==> config.mk <==
export PLATFORM = sky130hd
export DESIGN_NAME = change_dispenser
export DESIGN_NICKNAME = d
export VERILOG_FILES = /design/src/rtl/change_dispenser.sv
export SDC_FILE = /design/constraint.sdc
export NUM_CORES = 1
export LEC_CHECK = 0
export CAP_MARGIN = 10
export CORE_ASPECT_RATIO = 0.6
export CORE_MARGIN = 5
export CORE_UTILIZATION = 61
export DETAILED_ROUTE_END_ITERATION = 12
export PLACE_DENSITY = 0.88
export SYNTH_ARGS = -nofsm -noshare
export SYNTH_HDL_FRONTEND = slang
export SYNTH_SLANG_ARGS = --single-unit
==> constraint.sdc <==
create_clock -name clk -period 5.4 [get_ports clk]
set_input_delay 1.08 -clock clk [delete_from_list [all_inputs] [get_ports clk]]
set_output_delay 1.08 -clock clk [all_outputs]
set_load 0.01 [all_outputs]
==> src/rtl/change_dispenser.sv <==
`default_nettype none
// ============================================================================
// Module   : change_dispenser
// Purpose  : Turns vend/change requests into product-motor and coin-hopper
//            actuator timing, with one pending slot and hopper-fault handling.
// Revision : 1.0
// ============================================================================
module change_dispenser #(
    parameter int MOTOR_CYCLES  = 8,
    parameter int EJECT_HIGH    = 4,
    parameter int EJECT_GAP     = 4,
    parameter int SENSE_TIMEOUT = 16,
    parameter int CNT_W         = 5
) (
    input  logic       clk,
    input  logic       rst,
    input  logic       vend_in,
    input  logic [2:0] change_in,
    input  logic       coin_sensed,
    input  logic       fault_clr,
    output logic       motor_on,
    output logic       eject,
    output logic       busy,
    output logic       done,
    output logic [2:0] coins_paid,
    output logic       drop,
    output logic       fault
);

    localparam logic [2:0] c_ST_IDLE    = 3'd0;
    localparam logic [2:0] c_ST_MOTOR   = 3'd1;
    localparam logic [2:0] c_ST_EJ_HIGH = 3'd2;
    localparam logic [2:0] c_ST_EJ_WAIT = 3'd3;
    localparam logic [2:0] c_ST_EJ_GAP  = 3'd4;
    localparam logic [2:0] c_ST_DONE    = 3'd5;
    localparam logic [2:0] c_ST_FAULT   = 3'd6;

    localparam logic [CNT_W-1:0] c_TMR_ONE      = CNT_W'(1);
    localparam logic [CNT_W-1:0] c_MOTOR_LAST   = CNT_W'(MOTOR_CYCLES);
    localparam logic [CNT_W-1:0] c_EJ_HIGH_LAST = CNT_W'(EJECT_HIGH);
    localparam logic [CNT_W-1:0] c_GAP_LAST     = CNT_W'(EJECT_GAP);
    localparam logic [CNT_W-1:0] c_TIMEOUT_LAST = CNT_W'(SENSE_TIMEOUT);

    logic [2:0]       r_state;
    logic [CNT_W-1:0] r_tmr;
    logic [2:0]       r_remain;
    logic [2:0]       r_coins;
    logic [3:0]       r_prev;
    logic             r_pend_vld;
    logic [3:0]       r_pend;
    logic             r_motor_on;
    logic             r_eject;
    logic             r_busy;
    logic             r_done;
    logic             r_drop;
    logic             r_fault;

    logic [3:0]       w_req;
    logic             w_event;
    logic             w_illegal;
    logic             w_legal;
    logic             w_in_job;
    logic             w_start;
    logic [3:0]       w_start_req;
    logic [2:0]       w_nxt_state;
    logic [CNT_W-1:0] w_nxt_tmr;
    logic [2:0]       w_nxt_remain;
    logic [2:0]       w_nxt_coins;
    logic             w_nxt_pend_vld;
    logic [3:0]       w_nxt_pend;
    logic             w_nxt_drop;
    logic             w_nxt_fault;

    // A constant nonzero request is a single event; only changes re-trigger.
    assign w_req     = {vend_in, change_in};
    assign w_event   = (w_req != 4'd0) && (w_req != r_prev);
    assign w_illegal = w_event && (change_in > 3'd4);
    assign w_legal   = w_event && !w_illegal;
    assign w_in_job  = (r_state == c_ST_MOTOR)   || (r_state == c_ST_EJ_HIGH) ||
                       (r_state == c_ST_EJ_WAIT) || (r_state == c_ST_EJ_GAP);

    always_comb begin
        w_nxt_state    = r_state;
        w_nxt_tmr      = r_tmr + c_TMR_ONE;
        w_nxt_remain   = r_remain;
        w_nxt_coins    = r_coins;
        w_nxt_pend_vld = r_pend_vld;
        w_nxt_pend     = r_pend;
        w_nxt_drop     = 1'b0;
        w_nxt_fault    = r_fault;
        w_start        = 1'b0;
        w_start_req    = w_req;

        if (w_legal && w_in_job) begin
            if (r_pend_vld) begin
                w_nxt_drop = 1'b1;
            end else begin
                w_nxt_pend_vld = 1'b1;
                w_nxt_pend     = w_req;
            end
        end

        case (r_state)
            c_ST_IDLE: begin
                w_nxt_tmr = r_tmr;
                if (w_legal) begin
                    w_start = 1'b1;
                end
            end
            c_ST_MOTOR: begin
                if (r_tmr == c_MOTOR_LAST) begin
                    w_nxt_tmr   = c_TMR_ONE;
                    w_nxt_state = (r_remain != 3'd0) ? c_ST_EJ_HIGH : c_ST_DONE;
                end
            end
            c_ST_EJ_HIGH: begin
                if (r_tmr == c_EJ_HIGH_LAST) begin
                    w_nxt_tmr   = c_TMR_ONE;
                    w_nxt_state = c_ST_EJ_WAIT;
                end
            end
            c_ST_EJ_WAIT: begin
                // A coin seen on the final timeout cycle still counts.
                if (coin_sensed) begin
                    w_nxt_coins  = r_coins + 3'd1;
                    w_nxt_remain = r_remain - 3'd1;
                    w_nxt_tmr    = c_TMR_ONE;
                    w_nxt_state  = (r_remain > 3'd1) ? c_ST_EJ_GAP : c_ST_DONE;
                end else if (r_tmr == c_TIMEOUT_LAST) begin
                    w_nxt_state    = c_ST_FAULT;
                    w_nxt_fault    = 1'b1;
                    w_nxt_pend_vld = 1'b0;
                end
            end
            c_ST_EJ_GAP: begin
                if (r_tmr == c_GAP_LAST) begin
                    w_nxt_tmr   = c_TMR_ONE;
                    w_nxt_state = c_ST_EJ_HIGH;
                end
            end
            c_ST_DONE: begin
                if (r_pend_vld) begin
                    w_start        = 1'b1;
                    w_start_req    = r_pend;
                    w_nxt_pend_vld = 1'b0;
                    w_nxt_drop     = w_legal;
                end else if (w_legal) begin
                    w_start = 1'b1;
                end else begin
                    w_nxt_state = c_ST_IDLE;
                end
            end
            c_ST_FAULT: begin
                w_nxt_tmr      = r_tmr;
                w_nxt_pend_vld = 1'b0;
                w_nxt_drop     = w_legal;
                if (fault_clr) begin
                    w_nxt_state = c_ST_IDLE;
                    w_nxt_fault = 1'b0;
                end
            end
            default: begin
                w_nxt_state = c_ST_IDLE;
            end
        endcase

        if (w_start) begin
            w_nxt_coins  = 3'd0;
            w_nxt_remain = w_start_req[2:0];
            w_nxt_tmr    = c_TMR_ONE;
            if (w_start_req[3]) begin
                w_nxt_state = c_ST_MOTOR;
            end else if (w_start_req[2:0] != 3'd0) begin
                w_nxt_state = c_ST_EJ_HIGH;
            end else begin
                w_nxt_state = c_ST_DONE;
            end
        end

        if (w_illegal) begin
            w_nxt_fault    = 1'b1;
            w_nxt_pend_vld = 1'b0;
            w_nxt_coins    = r_coins;
            w_nxt_state    = c_ST_FAULT;
        end
    end

    // Outputs are decoded from the next state so they are registered yet
    // line up cycle-for-cycle with the state they belong to.
    always_ff @(posedge clk) begin
        if (rst) begin
            r_state    <= c_ST_IDLE;
            r_tmr      <= '0;
            r_remain   <= 3'd0;
            r_coins    <= 3'd0;
            r_prev     <= 4'd0;
            r_pend_vld <= 1'b0;
            r_pend     <= 4'd0;
            r_motor_on <= 1'b0;
            r_eject    <= 1'b0;
            r_busy     <= 1'b0;
            r_done     <= 1'b0;
            r_drop     <= 1'b0;
            r_fault    <= 1'b0;
        end else begin
            r_state    <= w_nxt_state;
            r_tmr      <= w_nxt_tmr;
            r_remain   <= w_nxt_remain;
            r_coins    <= w_nxt_coins;
            r_prev     <= w_req;
            r_pend_vld <= w_nxt_pend_vld;
            r_pend     <= w_nxt_pend;
            r_motor_on <= (w_nxt_state == c_ST_MOTOR);
            r_eject    <= (w_nxt_state == c_ST_EJ_HIGH);
            r_busy     <= (w_nxt_state != c_ST_IDLE);
            r_done     <= (w_nxt_state == c_ST_DONE);
            r_drop     <= w_nxt_drop;
            r_fault    <= w_nxt_fault;
        end
    end

    assign motor_on   = r_motor_on;
    assign eject      = r_eject;
    assign busy       = r_busy;
    assign done       = r_done;
    assign coins_paid = r_coins;
    assign drop       = r_drop;
    assign fault      = r_fault;

endmodule
`default_nettype wire

==> results.yml, run 1 <==
critical_path:
  worstPathRequired_ns: 5.56
  cpPeakStageDelay_ns: 0.51
  crit_chain: "clkdlybuf4s50_1 > or3_4 > o2111a_2 > a21oi_4 > o21ai_2 > nor4_1"
  startpoint_type: "primary input"
  crit_path_end_kind: "flip-flop"
  cp.arrival_ns: 3.19
  cp_max_fo: 10
  slowest_stage: "clkdlybuf4s50_1"
  worst-setup-path-type: "primary input to flip-flop"
clock_network:
  cts_hold_buf: 0
  post_cts_resized: 0
  post_cts_buffers: 0
  root_buffer: "clkbuf_8"
  clkLatencyLatePin_ns: 0.28
  clock_path_buffers: 2
  cts.sinks: 29
  htree_num_levels: 2
  cts_tree: "done"
  clk_pin_slew_ns: 0.06
  numCtsBuffers: 5
power_and_ir_drop:
  peakVddDrop_uv: 200
  p_per_area_nw_per_um2: 322
  p_int_mw: 0.456
  p_switching_mw: 0.197
  p_leak_nw: 0.763
  pwr-share-clk: 0.351
  power_frac_comb: 0.257
  seq_power_share: 0.392
  switching_share: 0.302
route:
  antenna_left: 0
  first_iter_violations: 322
  dr_total_vias: 1613
  wl_per_cell_um: 17.4
  viasPerCell: 6.45
  wirelength_um: 4340
  drt_first_pass_iters: 6
  drc_errors: 0
global_route:
  grt_overflow_total: 0
  grt_pass1_wl_um: 7360
  antenna_found_initial: 0
  grt_max_degree: 24
  grt_use_total: 0.236
  grt_pass1_vias: 1514
finish:
  final_cell_area_um2: 2030
  diodes: 0
  layout-drive-gt1-share: 0.0833
  syn_to_final_growth_pct: 15.6
  utilization: 0.722
  seq_area_um2: 581
  final_nets: 229
  multi_input_area_um2: 1100
  fill_cells: 217
  final_common_cell: "dfxtp_1"
  mostFrequentLayoutCells: "dfxtp_1 (29), nor2_1 (22), nand2_1 (19), clkdlybuf4s50_1 (16), nor2b_1 (11)"
die:
  fp.dieH_um: 51.6
  placeableCoreArea_um2: 2820
  io_pins: 17
  start_util: 0.625
  rows: 15
  dieWidth_um: 79.3
  die_area_um2: 4090
placed_design:
  placedInstanceArea_um2: 1920
  routabilityCongestion: 0.974
  io_buffers: 16
  hpwl_um: 3240
sta:
  period_share: 0.560
  min_period_ns: 3.02
  setup_viol_count_final: 0
  fin_skew_ns: 0.00607
  fmax_mhz: 331
  relSlewSlack: 0.383
  tns_ns: 0
  tightest_slew_ns: 0.922
  hold_viol: 0
  holdWs_ns: 0.490
  rsz0062_at_grt: "false"
  slew_viol_final: 0
synth:
  yosysWarnings: 0
  synth_area_per_cell_um2: 8.75
  synth_area_um2: 1760
  synth-main-ff-cell: "dfxtp_1"
  synth.largest_area_cell: "dfxtp_1"
  yosysSeqAreaShare: 0.330
  ys_ff_latch: 29
  ys_types: 56
  yosysTopAreaCellShare: 0.330
  synth_area_leaders: "dfxtp_1 (33%), nor2_1 (4.7%), ha_1 (4.3%)"
  synth_edf_count: 0
  synthCells: 201
  synth_nets: 215
  async_flop_share: 0
worst_hold_path:
  hold_path_class: "flip-flop to flip-flop"
run_status:
  status: "finished clean"
job:
  maxCapViolCount: 0
## metrics by stage
step / worst slack, ns / total power [mW] / cells
after CTS: 2.38 / 0.655 / 250
after floorplan: 2.86 / 0.380 / 201
after global routing: 2.24 / 0.690 / 250
after detailed placement: 2.09 / 0.424 / 242
after global placement: 2.22 / 0.415 / 242
final: 2.38 / 0.654 / 250
## area by class of cell
type / instances / share of cell area
Clock inverter: 1 / 0.0148
Timing Repair Buffer: 16 / 0.0788
Sequential cell: 29 / 0.286
Clock buffer: 7 / 0.0425
Tap cell: 34 / 0.0209
Multi-Input combinational cell: 154 / 0.541
Inverter: 9 / 0.0166
## cell usage after synthesis, types with 4 or more instances
cell type,count
ha_1,6
nor2_1,22
mux2i_1,5
o21ai_0,4
nand2_1,19
a21oi_1,7
inv_1,9
a311oi_1,6
a31oi_1,4
dfxtp_1,29
nand3_1,4
nor2b_1,11
xnor2_1,7
or3_1,5
## layer usage
layer  global-route usage  wire length, um  vias to the layer above
met2                0.356             1890                       80
li1                     -                -                      761
met4                0.100               64                        0
met1                0.321             1990                      765
met5                    0                0                        -
met3               0.0606              400                        7
## worst max-delay path: cells and delay by family
kind	cells	cell delay, ns
AND/OR/NAND/NOR	2	0.80
AO/OA/AOI/OAI	3	0.80
buffers and inverters	1	0.51
## path summary, 6_finish.rpt
kind            startpoint             to  slack, ns  cells past startpoint
max reg2reg     r_state[0]    r_remain[2]       3.10                      5
min          coins_paid[2]  coins_paid[2]       0.49                      1
max           change_in[0]           done       2.38                      6
min reg2reg  coins_paid[2]  coins_paid[2]       0.49                      1
## cells by family after synthesis
logic type | after synthesis | synth area share
multiplexers | 6 | 0.0349
buffers and inverters | 18 | 0.0448
XOR/XNOR | 10 | 0.0498
AND/OR/NAND/NOR | 83 | 0.272
AO/OA/AOI/OAI | 49 | 0.225
flip-flops | 29 | 0.330
adder cells (fa/ha/maj) | 6 | 0.0427
## power by group through the flow
stage	combinational, mW	clock [mW]	sequential, mW
6_report	0.168	0.229	0.256
5_1_grt	0.184	0.248	0.258
4_1_cts	0.166	0.234	0.255
3_5_place_dp	0.164	0	0.260
3_3_place_gp	0.157	0	0.258
2_1_floorplan	0.132	0	0.248
## flip-flops by register name, summed over array words and instances, names as in the netlist, 3 cells and up
register and cells:
coins_paid 3, r_pend 4, r_prev 4, r_remain 3, r_state 3, r_tmr 5
Power figures use the tool's default switching activity.
==> run 2: changes to the inputs <==
- CORE_UTILIZATION: 61 -> 51
- PLACE_DENSITY: 0.88 -> 0.79
- clock period: 5.4 -> 2.5 ns (I/O delays scaled with it)
==> run 2 against run 1 <==
- die area increased by 16%
- via count decreased by 0.87%
- critical path depth increased by 1
- power increased by 110%
- clock skew decreased by 0.0040 ns
- largest power group unchanged
- highest routed layer unchanged
==> results.yml, run 2 (same netlist as run 1, synthesis figures left out) <==
run_status:
  status: "finished clean"
route:
  antenna_left: 0
  dr_total_vias: 1599
  drt_first_pass_iters: 5
  first_iter_violations: 143
  viasPerCell: 5.86
  wl_per_cell_um: 14.8
  wirelength_um: 4050
  drc_errors: 0
sta:
  period_share: 0.891
  hold_viol: 0
  relSlewSlack: 0.507
  setup_viol_count_final: 0
  fmax_mhz: 449
  fin_skew_ns: 0.00211
  rsz0062_at_grt: "false"
  slew_viol_final: 0
  tightest_slew_ns: 0.730
  min_period_ns: 2.23
  worst_slack_ns: 0.272
worst_hold_path:
  hold_path_class: "flip-flop to flip-flop"
  hold_path_startpoint: "coins_paid[2]"
  min_to: "coins_paid[2]"
  whs_path_depth: 1
clock_network:
  cts.sinks: 29
  clkLatencyLatePin_ns: 0.28
  cts_tree: "done"
  cts_hold_buf: 0
  clk_pin_slew_ns: 0.06
  root_buffer: "clkbuf_8"
  post_cts_buffers: 0
  numCtsBuffers: 5
  post_cts_resized: 0
  htree_num_levels: 2
  clock_path_buffers: 2
die:
  io_pins: 17
  dieWidth_um: 85.8
  placeableCoreArea_um2: 3280
  die_area_um2: 4760
  fp.dieH_um: 55.5
  start_util: 0.536
  rows: 16
finish:
  syn_to_final_growth_pct: 20.6
  largest_reg_flops: 5
  final_nets: 241
  diodes: 0
  utilization: 0.646
  layout-drive-gt1-share: 0.136
  mostFrequentLayoutCells: "dfxtp_1 (29), nor2_1 (22), nand2_1 (19), clkdlybuf4s50_1 (16), buf_4 (12)"
  top_regs: "r_tmr (5), r_pend (4), r_prev (4)"
  largest-register: "r_tmr"
  final_common_cell: "dfxtp_1"
  fin_cells: 273
global_route:
  grt_overflow_total: 0
  grt_max_degree: 20
  grt_use_total: 0.184
  grt_pass1_wl_um: 6860
  antenna_found_initial: 0
  grt_pass1_vias: 1410
placed_design:
  dp.cells: 265
  routabilityCongestion: 0.900
  preCtsSetupSlack_ns: -0.0110
  io_buffers: 16
  hpwl_um: 3080
critical_path:
  rr_startpoint: "r_tmr[0]"
  startpoint_type: "primary input"
  r2r_cells: 7
  worst-setup-path-type: "primary input to flip-flop"
  ff2ff_setup_slack_ns: 0.28
  worstPathRequired_ns: 2.67
  cp_max_fo: 5
  reg2reg_to: "eject"
  cp.arrival_ns: 2.39
  crit_path_end_kind: "flip-flop"
power_and_ir_drop:
  total_power_mw: 1.35
  peakVddDrop_uv: 364
  p_leak_nw: 0.817
  p_per_area_nw_per_um2: 636
job:
  maxCapViolCount: 0
[run 2: layout make-up]
type | count | area [um^2]
repair buffers | 28 | 250
multi-input cells | 154 | 1100
flip-flops and latches | 29 | 581
inverters | 9 | 33.8
clock buffers | 7 | 96.3
clock inverters | 1 | 5.00
well taps | 45 | 56.3
fillers | 291 | 1160
[run 2: worst max-delay path by stage]
stage / from / to / slack (ns) / cells after the start
finish: change_in[2] / r_remain[1] / 0.27 / 7
global placement: change_in[1] / r_remain[1] / -0.01 / 8
detailed placement: change_in[2] / r_remain[1] / -0.01 / 7
global route: r_tmr[0] / busy / 0.14 / 7
floorplan: change_in[0] / motor_on / 0.54 / 6
CTS: change_in[2] / r_remain[1] / 0.29 / 7
[run 2: power by group]
| group | internal, mW | switching [mW] | total, mW |
|---|---|---|---|
| sequential | 0.502 | 0.0446 | 0.547 |
| combinational | 0.175 | 0.199 | 0.373 |
| clock | 0.248 | 0.180 | 0.429 |
[run 2: worst max-delay path, stage by stage]
cell and delay, ns:
clkdlybuf4s50_1 0.50, or3_4 0.37, o2111a_2 0.28, a21o_1 0.28
buf_4 0.19, a211oi_1 0.19, a311oi_1 0.08
[run 2: per-stage QoR]
stage	instance area, um^2	TNS [ns]	hold WS, ns
floorplan	1760	0	0.460
CTS	2120	0	0.496
global route	2120	0	0.534
global placement	2020	-0.0175	0.475
finish	2120	0	0.498
detailed placement	2020	-0.0110	0.488
[run 2: routing by layer]
metal,routed length [um],global-route usage,part of all wire,up-vias
met5,0,0,0,-
met4,52,0.0813,0.013,0
met2,1480,0.219,0.36,71
met3,407,0.0490,0.10,8
met1,2110,0.291,0.52,731
li1,-,-,-,789
